`src/rtl/seq_pattern_detect_pkg.sv`:
```
// Shared definitions for the sequencer blocks: FSM state encodings and the
// default pattern-detector constants.
package seq_pattern_detect_pkg;

    typedef enum logic {
        ST_FILL = 1'b0,
        ST_HUNT = 1'b1
    } seq_state_t;

    localparam int unsigned DEF_PAT_LEN = 4;
    localparam logic [3:0]  DEF_PATTERN = 4'b1101;
    localparam bit          DEF_OVERLAP = 1'b1;
    localparam int unsigned DEF_CNT_W   = 8;

endpackage

```
`src/rtl/seq_pattern_detect_sat_counter.sv`:
```
// Saturating event counter with a sticky "reached all-ones" flag.
module sat_counter #(
    parameter int unsigned W = 8
) (
    input  logic         clk,
    input  logic         rst_n,
    input  logic         inc,
    input  logic         clr,
    output logic [W-1:0] val,
    output logic         sat
);

    localparam logic [W-1:0] TOP_MINUS_ONE = {{(W-1){1'b1}}, 1'b0};

    // Count up on inc, hold at all-ones; clear dominates; flag sets as the top is reached
    always_ff @(posedge clk or negedge rst_n) begin
        if (!rst_n) begin
            val <= '0;
            sat <= 1'b0;
        end else if (clr) begin
            val <= '0;
            sat <= 1'b0;
        end else if (inc && (val != '1)) begin
            val <= val + 1'b1;
            if (val == TOP_MINUS_ONE) begin
                sat <= 1'b1;
            end
        end
    end

endmodule

```
`src/rtl/seq_pattern_detect.sv`:
```
// Serial pattern detector: sliding window over a valid-qualified bit stream,
// 1-cycle match pulse and a saturating match counter.
module seq_pattern_detect
    import seq_pattern_detect_pkg::*;
#(
    parameter int unsigned        PAT_LEN = DEF_PAT_LEN,
    parameter logic [PAT_LEN-1:0] PATTERN = DEF_PATTERN,
    parameter bit                 OVERLAP = DEF_OVERLAP,
    parameter int unsigned        CNT_W   = DEF_CNT_W
) (
    input  logic             clk_i,
    input  logic             rst_n_i,
    input  logic             bit_i,
    input  logic             bit_valid_i,
    input  logic             clear_i,
    output logic             match_o,
    output logic [CNT_W-1:0] match_cnt_o,
    output logic             cnt_sat_o,
    output logic             armed_o
);

    localparam int unsigned        FILL_W    = $clog2(PAT_LEN);
    localparam logic [FILL_W-1:0]  FILL_LAST = FILL_W'(PAT_LEN - 2);
    localparam logic [FILL_W-1:0]  FILL_MAX  = FILL_W'(PAT_LEN - 1);

    seq_state_t          state;
    seq_state_t          state_next;
    // Only the newest PAT_LEN-1 bits of history ever reach the comparator,
    // so the oldest bit of the full-width window is not stored.
    logic [PAT_LEN-2:0]  hist;
    logic [FILL_W-1:0]   fill;
    logic [PAT_LEN-1:0]  cand;
    logic                accept;
    logic                hit;

    // A bit arriving with clear is dropped and can never complete a match
    assign accept = bit_valid_i && !clear_i;
    assign cand   = {hist, bit_i};
    assign hit    = accept && (state == ST_HUNT) && (cand == PATTERN);

    // State register
    always_ff @(posedge clk_i or negedge rst_n_i) begin
        if (!rst_n_i) begin
            state <= ST_FILL;
        end else begin
            state <= state_next;
        end
    end

    // Next state: leave FILL once the window is full, restart after a hit when not overlapping
    always_comb begin
        state_next = state;
        if (clear_i) begin
            state_next = ST_FILL;
        end else if (accept) begin
            case (state)
                ST_FILL: if (fill == FILL_LAST) state_next = ST_HUNT;
                ST_HUNT: if (hit && !OVERLAP)   state_next = ST_FILL;
                default: state_next = ST_FILL;
            endcase
        end
    end

    // Outputs decoded from state
    always_comb begin
        armed_o = (state == ST_HUNT);
    end

    // Window shift register, advances on every accepted bit
    always_ff @(posedge clk_i or negedge rst_n_i) begin
        if (!rst_n_i) begin
            hist <= '0;
        end else if (clear_i) begin
            hist <= '0;
        end else if (accept) begin
            hist <= cand[PAT_LEN-2:0];
        end
    end

    // Fill counter: accepted bits since the window restarted, saturating
    always_ff @(posedge clk_i or negedge rst_n_i) begin
        if (!rst_n_i) begin
            fill <= '0;
        end else if (clear_i) begin
            fill <= '0;
        end else if (accept) begin
            if (hit && !OVERLAP) begin
                fill <= '0;
            end else if (fill != FILL_MAX) begin
                fill <= fill + 1'b1;
            end
        end
    end

    // Match pulse, one cycle per hit
    always_ff @(posedge clk_i or negedge rst_n_i) begin
        if (!rst_n_i) begin
            match_o <= 1'b0;
        end else begin
            match_o <= hit;
        end
    end

    sat_counter #(
        .W (CNT_W)
    ) u_match_cnt (
        .clk   (clk_i),
        .rst_n (rst_n_i),
        .inc   (hit),
        .clr   (clear_i),
        .val   (match_cnt_o),
        .sat   (cnt_sat_o)
    );

endmodule

```
`config.mk`:
```
export PLATFORM = sky130hd
export DESIGN_NAME = seq_pattern_detect
export DESIGN_NICKNAME = d
export VERILOG_FILES = /design/src/rtl/seq_pattern_detect_pkg.sv /design/src/rtl/seq_pattern_detect_sat_counter.sv /design/src/rtl/seq_pattern_detect.sv
export SDC_FILE = /design/constraint.sdc
export NUM_CORES = 1
export LEC_CHECK = 0
export BUFFER_PORTS_ARGS = -buffer_cell sky130_fd_sc_hd__buf_2
export CORE_MARGIN = 2
export CORE_UTILIZATION = 47
export CTS_CLUSTER_DIAMETER = 50
export CTS_CLUSTER_SIZE = 8
export DETAILED_ROUTE_END_ITERATION = 16
export MAX_ROUTING_LAYER = met4
export PLACE_DENSITY = 0.8
export SYNTH_ARGS = -nofsm -noshare
export SYNTH_HDL_FRONTEND = slang
export SYNTH_SLANG_ARGS = --single-unit
```
`constraint.sdc`:
```
create_clock -name clk_i -period 1.8 [get_ports clk_i]
set_clock_uncertainty 0.15 [all_clocks]
set_input_delay 0.54 -clock clk_i [delete_from_list [all_inputs] [get_ports clk_i]]
set_output_delay 0.54 -clock clk_i [all_outputs]
set_load 0.05 [all_outputs]
```
== After elaboration in Yosys (flattened, before gate mapping) ==
Index checks and enable logic that the tools add are counted.

* Reduce and logical (&&, ||, !) cells: 11
* Eq/ne operators: 5
* $add $sub $neg: 2
* Muxes and demuxes: 14

{| class="wikitable"
|+ Operators by type and width
! cell !! number
|-
| $mux 8 || 2
|-
| $add 8x1->8 const B || 1
|-
| $eq 8x8->1 const B || 1
|-
| $ne 8x8->1 const B || 1
|-
| $reduce_bool 2->1 || 4
|-
| $mux 1 || 7
|-
| $mux 2 || 3
|-
| $mux 3 || 2
|-
| $eq 4x4->1 const B || 1
|-
| $logic_and 1x1->1 || 4
|-
| $reduce_and 2->1 || 2
|-
| $add 2x1->2 const B || 1
|-
| $eq 2x2->1 const B || 1
|-
| $ne 2x2->1 const B || 1
|-
| $logic_not 1->1 || 1
|}

* Register bits after elaboration: 16
* Input bits: 5
* Logic and storage cells: 38
* Output and inout bits: 11

== Logic depth before layout (Yosys ltp) ==
* Word-level depth: 7
* Gate-level depth with buffers: 7
* Mapped depth without buffers: 5

== Cells and area by module ==
Synthesis repeated with hierarchy kept, for this count alone.

* Cell total of the unflattened synthesis: 81
* Area total of the unflattened synthesis: 834.6 µm²

{| class="wikitable"
|+ By module, submodules not included
! module !! area each (µm²) !! sequential area each (µm²) !! cells an instance !! times used
|-
| sat_counter || 479.2 || 225.2 || 52 || 1
|-
| seq_pattern_detect || 355.3 || 175.2 || 29 || 1
|}

== Least setup slack after synthesis ==
No wires, ideal clock.

* Path kind: flip-flop to flip-flop
* Start point: reg state, in the netlist armed_o
* End point: reg u_match_cnt.val[5]
* Path buffers: 1
* Arrival time: 2.081 ns
* Stages on the path, launching flop included: 6
* Setup time: 0.149 ns
* Slack: -0.579 ns
* Required time: 1.501 ns
* Clock period less this slack: 2.379 ns
* Cells stage by stage: dfrtp_1 > nand4_2 > or4b_4 > buf_6 > or4_4 > mux2i_1

* Longest elaborated chain between the ends: 4

{| class="wikitable"
|+ Ends and longest elaborated chain
! item !! line !! RTL
|-
| from (decl) || seq_pattern_detect.sv:26 || <nowiki>seq_state_t state;</nowiki>
|-
| from (signal assigned) || seq_pattern_detect.sv:46 || <nowiki>state <= state_next;</nowiki>
|-
| $logic_and 1x1->1 (2 in series) || seq_pattern_detect.sv:39 || <nowiki>assign hit = accept && (state == ST_HUNT) && (cand == PATTERN);</nowiki>
|-
| $logic_and 1x1->1 || seq_pattern_detect_sat_counter.sv:23 || <nowiki>end else if (inc && (val != '1)) begin</nowiki>
|-
| $reduce_bool 2->1 (no source line) || n/a ||
|-
| to (signal assigned) || seq_pattern_detect_sat_counter.sv:24 || <nowiki>val <= val + 1'b1;</nowiki>
|-
| to (decl) || seq_pattern_detect_sat_counter.sv:9 || <nowiki>output logic [W-1:0] val,</nowiki>
|}

Every way passes these cells.
A chain may end at the register's enable or synchronous reset.

== Worst setup path after layout ==
* Start point: reg hist[2]
* End point: reg u_match_cnt.val[3]

* Longest elaborated chain between the ends: 4

{| class="wikitable"
|+ Ends and longest elaborated chain
! item !! line !! RTL
|-
| from (decl) || seq_pattern_detect.sv:30 || <nowiki>logic [PAT_LEN-2:0] hist;</nowiki>
|-
| from (signal assigned) || seq_pattern_detect.sv:76 || <nowiki>hist <= cand[PAT_LEN-2:0];</nowiki>
|-
| $eq 4x4->1 || seq_pattern_detect.sv:39 ||
|-
| $logic_and 1x1->1 || seq_pattern_detect.sv:39 ||
|-
| $logic_and 1x1->1 || seq_pattern_detect_sat_counter.sv:23 ||
|-
| $reduce_bool 2->1 (no source line) || n/a ||
|}

Every way passes these cells.

==> results.cfg <==
[outcome]
status = finished with violations
violations = negative hold slack, negative setup slack

[timing]
setup_ws_ns = -0.185
max_freq_ghz = 0.504
whs_ns = -0.00184
setup_viol = 4
finalSetupTns_ns = -0.418
post-route-min-period_ns = 1.98
worst-slew-pin-transition_ns = 0.345
finalCritPeriodShare_pct = 110
rsz0062_at_grt = true
hold_viol = 9
slew_headroom_pct = 76.8
slew_viol_final = 0

[clocking]
clkTransAtPathRegs_ns = 0.09
htreeDepth = 1
cts_tree = built
clockBufferDepth = 2
clock_latency_ns = 0.28
cts_buffers = 3
cts_sinks = 16
cts-root-buf = clkbuf_4

[placement]
dp_cells = 123
port_buffers = 15
dpl.hpwl_mm = 1.29
routabilityCongestion = 0.797

[die]
core_region_area_um2 = 1690
die_h_um = 46.1
initial_core_util_pct = 49.3
io_pins = 16
die_x_um = 46.1
die-area_um2 = 2120
placementRows = 15

[worst_setup_path]
crit_fanout = 5
crit_path_end = u_match_cnt.val[3]
crit_path_end_kind = register
r2r-end = u_match_cnt.val[3]
rr_worst_depth = 5
setup.worst_path.start = hist[2]
path_cells = nand4_2 -> or4b_4 -> buf_4 -> or4_1 -> a21oi_2
critPathSlowestCell = or4b_4
start_kind = register
arrival_ns = 2.05
cp.required_ns = 1.87
r2r_slack_ns = -0.18
cp_slowest_stage_delay_ns = 0.52
r2r-start = hist[2]
critPathKind = register to register

[power]
p_switching_w = 0.000152
leakage_nw = 0.573
p_int_w = 0.000477
seq_power_share_pct = 59.2
power_density_nw_per_um2 = 581
fin_total_pwr_w = 0.000629
peakVddDrop_mv = 0.296
swShare_pct = 24.2
comb_power_share_pct = 9.3
p_clk_share_pct = 31.6

[global_route]
grt-ovfl-total = 0
grt_max_degree = 17
grt.total_usage_pct = 20.1
grt_pass1_wl_mm = 2.92
grt_pass1_vias = 711
antenna_found_initial = 0

[synth]
synthArstFlopShare_pct = 100
ys_warn_count = 0
post-synth-top-area-cell = dfrtp_1
yosys-top-cells-area = dfrtp_1 (48%), ha_1 (6.0%), mux2i_1 (4.8%)
syn_inst = 79
synth_area_um2 = 832
ys_types = 32
yosys.area.top_type_share_pct = 48.1
synth_area_per_cell_um2 = 10.5
yosys_most_used_dff = dfrtp_1
syn_nets = 88
synth-seq-area-share_pct = 48.1
synth_edf_count = 0
ys_ff_latch = 16

[routing]
via_per_inst = 5.78
wl_mm = 1.85
vias = 751
postRouteAntennaNets = 0
wire_per_inst_um = 14.2
drc = 0
drt-initial-drc-count = 17
firstDrtPassIters = 4

[run]
cap_violations = 0

[finish]
layout.cells.non_filler = 130
drive_above_1_share_pct = 39.8
layout.nets = 123
synthToLayoutAreaGrowth_pct = 30.1
antenna_cells = 0

[hold_path]
hold_class = primary input to asynchronous set/reset pin
routing by layer:
layer	part of all wire (%)	up-vias	GRT usage, %	wire, µm
met1	43	373	24.0	793
met3	3.7	2	3.92	69
met5	0	-	-	0
li1	-	357	-	-
met4	1.0	0	8.57	19
met2	52	19	32.8	963
synth_stat cells (2+ instances only):
cell type	number
a21oi_1	7
nor2_1	9
or4_1	2
clkbuf_1	2
nand3_1	4
nand2_1	3
mux2i_1	4
nor3_1	3
and4_1	2
buf_6	2
ha_1	4
inv_1	2
dfrtp_1	16
power groups by stage:
stage          Combinational (W)  Sequential, W  Clock (W)
2_1_floorplan          0.0000317       0.000383          0
3_3_place_gp           0.0000524       0.000379          0
3_5_place_dp           0.0000556       0.000380          0
4_1_cts                0.0000577       0.000372   0.000207
5_1_grt                0.0000658       0.000374   0.000220
6_report               0.0000583       0.000372   0.000199
placed cells by master, fill, tap and decap left out, drive strengths merged, types with 2 or more instances in the layout:
| cell type | synthesis | layout |
|---|---|---|
| buf | 2 | 34 |
| clkbuf | 2 | 4 |
| nand4 | 2 | 2 |
| or4 | 3 | 3 |
| ha | 4 | 4 |
| nand2 | 3 | 3 |
| mux2i | 4 | 4 |
| dfrtp | 16 | 16 |
| nor3 | 3 | 3 |
| nand3 | 4 | 4 |
| nor2 | 9 | 9 |
| inv | 2 | 3 |
| and4 | 2 | 2 |
| a21oi | 7 | 7 |
repair_timing:
item | CTS | global route
gates resized for setup | 2 | 2
pin swaps | 2 | 0
endpoints found under the setup margin | 8 | 8
hold buffers | 0 | 0
buffers inserted | 2 | 1
state kept, by name (all words and copies together) (netlist names):
| register | flops |
|---|---|
| u_match_cnt.val | 8 |
| hist | 3 |
| fill | 2 |
| armed_o | 1 |
| match_o | 1 |
| u_match_cnt.sat | 1 |
worst min-delay path by stage:
stage                     slack [ns]                  to    start
after detailed placement        0.32  u_match_cnt.val[2]  rst_n_i
final                         -0.002             hist[0]  rst_n_i
after global routing            0.02             hist[0]  rst_n_i
after CTS                    0.00007             hist[0]  rst_n_i
after global placement          0.31  u_match_cnt.val[4]  rst_n_i
after floorplan                 0.09             armed_o  rst_n_i
logic make-up (layout without fill, tap and decap cells):
kind of cell,after synthesis,after routing,synth area share (%)
AOI/OAI and AO/OA,14,14,10.5
xor gates and xnor gates,1,1,1.05
adders and majority gates,4,4,6.02
buffers and inverters,7,41,4.96
DFF,16,16,48.1
muxes,5,5,6.17
and+or+nand+nor,32,32,23.2
cell type report:
type	count	area [µm²]
fill	142	607
inverter	3	13.8
tap	17	21.3
timing repair buffer	34	218
sequential	16	402
multi-input combinational	56	402
clock buffer	4	26.3
critical path, delay by kind of cell, from the launching register on:
family | cells | cell delay, ns
simple gates | 3 | 1.05
flops | 1 | 0.38
buf+inv | 1 | 0.18
compound gates | 1 | 0.15
per-stage QoR:
| step | setup WS (ns) | util, % | area, µm² |
|---|---|---|---|
| final | -0.185 | 64.1 | 1080 |
| after detailed placement | -0.346 | 60.4 | 1020 |
| after floorplan | -0.451 | - | 843 |
| after global placement | -0.338 | 60.4 | 1020 |
| after CTS | -0.109 | 63.3 | 1070 |
| after global routing | -0.212 | 64.1 | 1080 |
(Power assumes the default switching activity.)
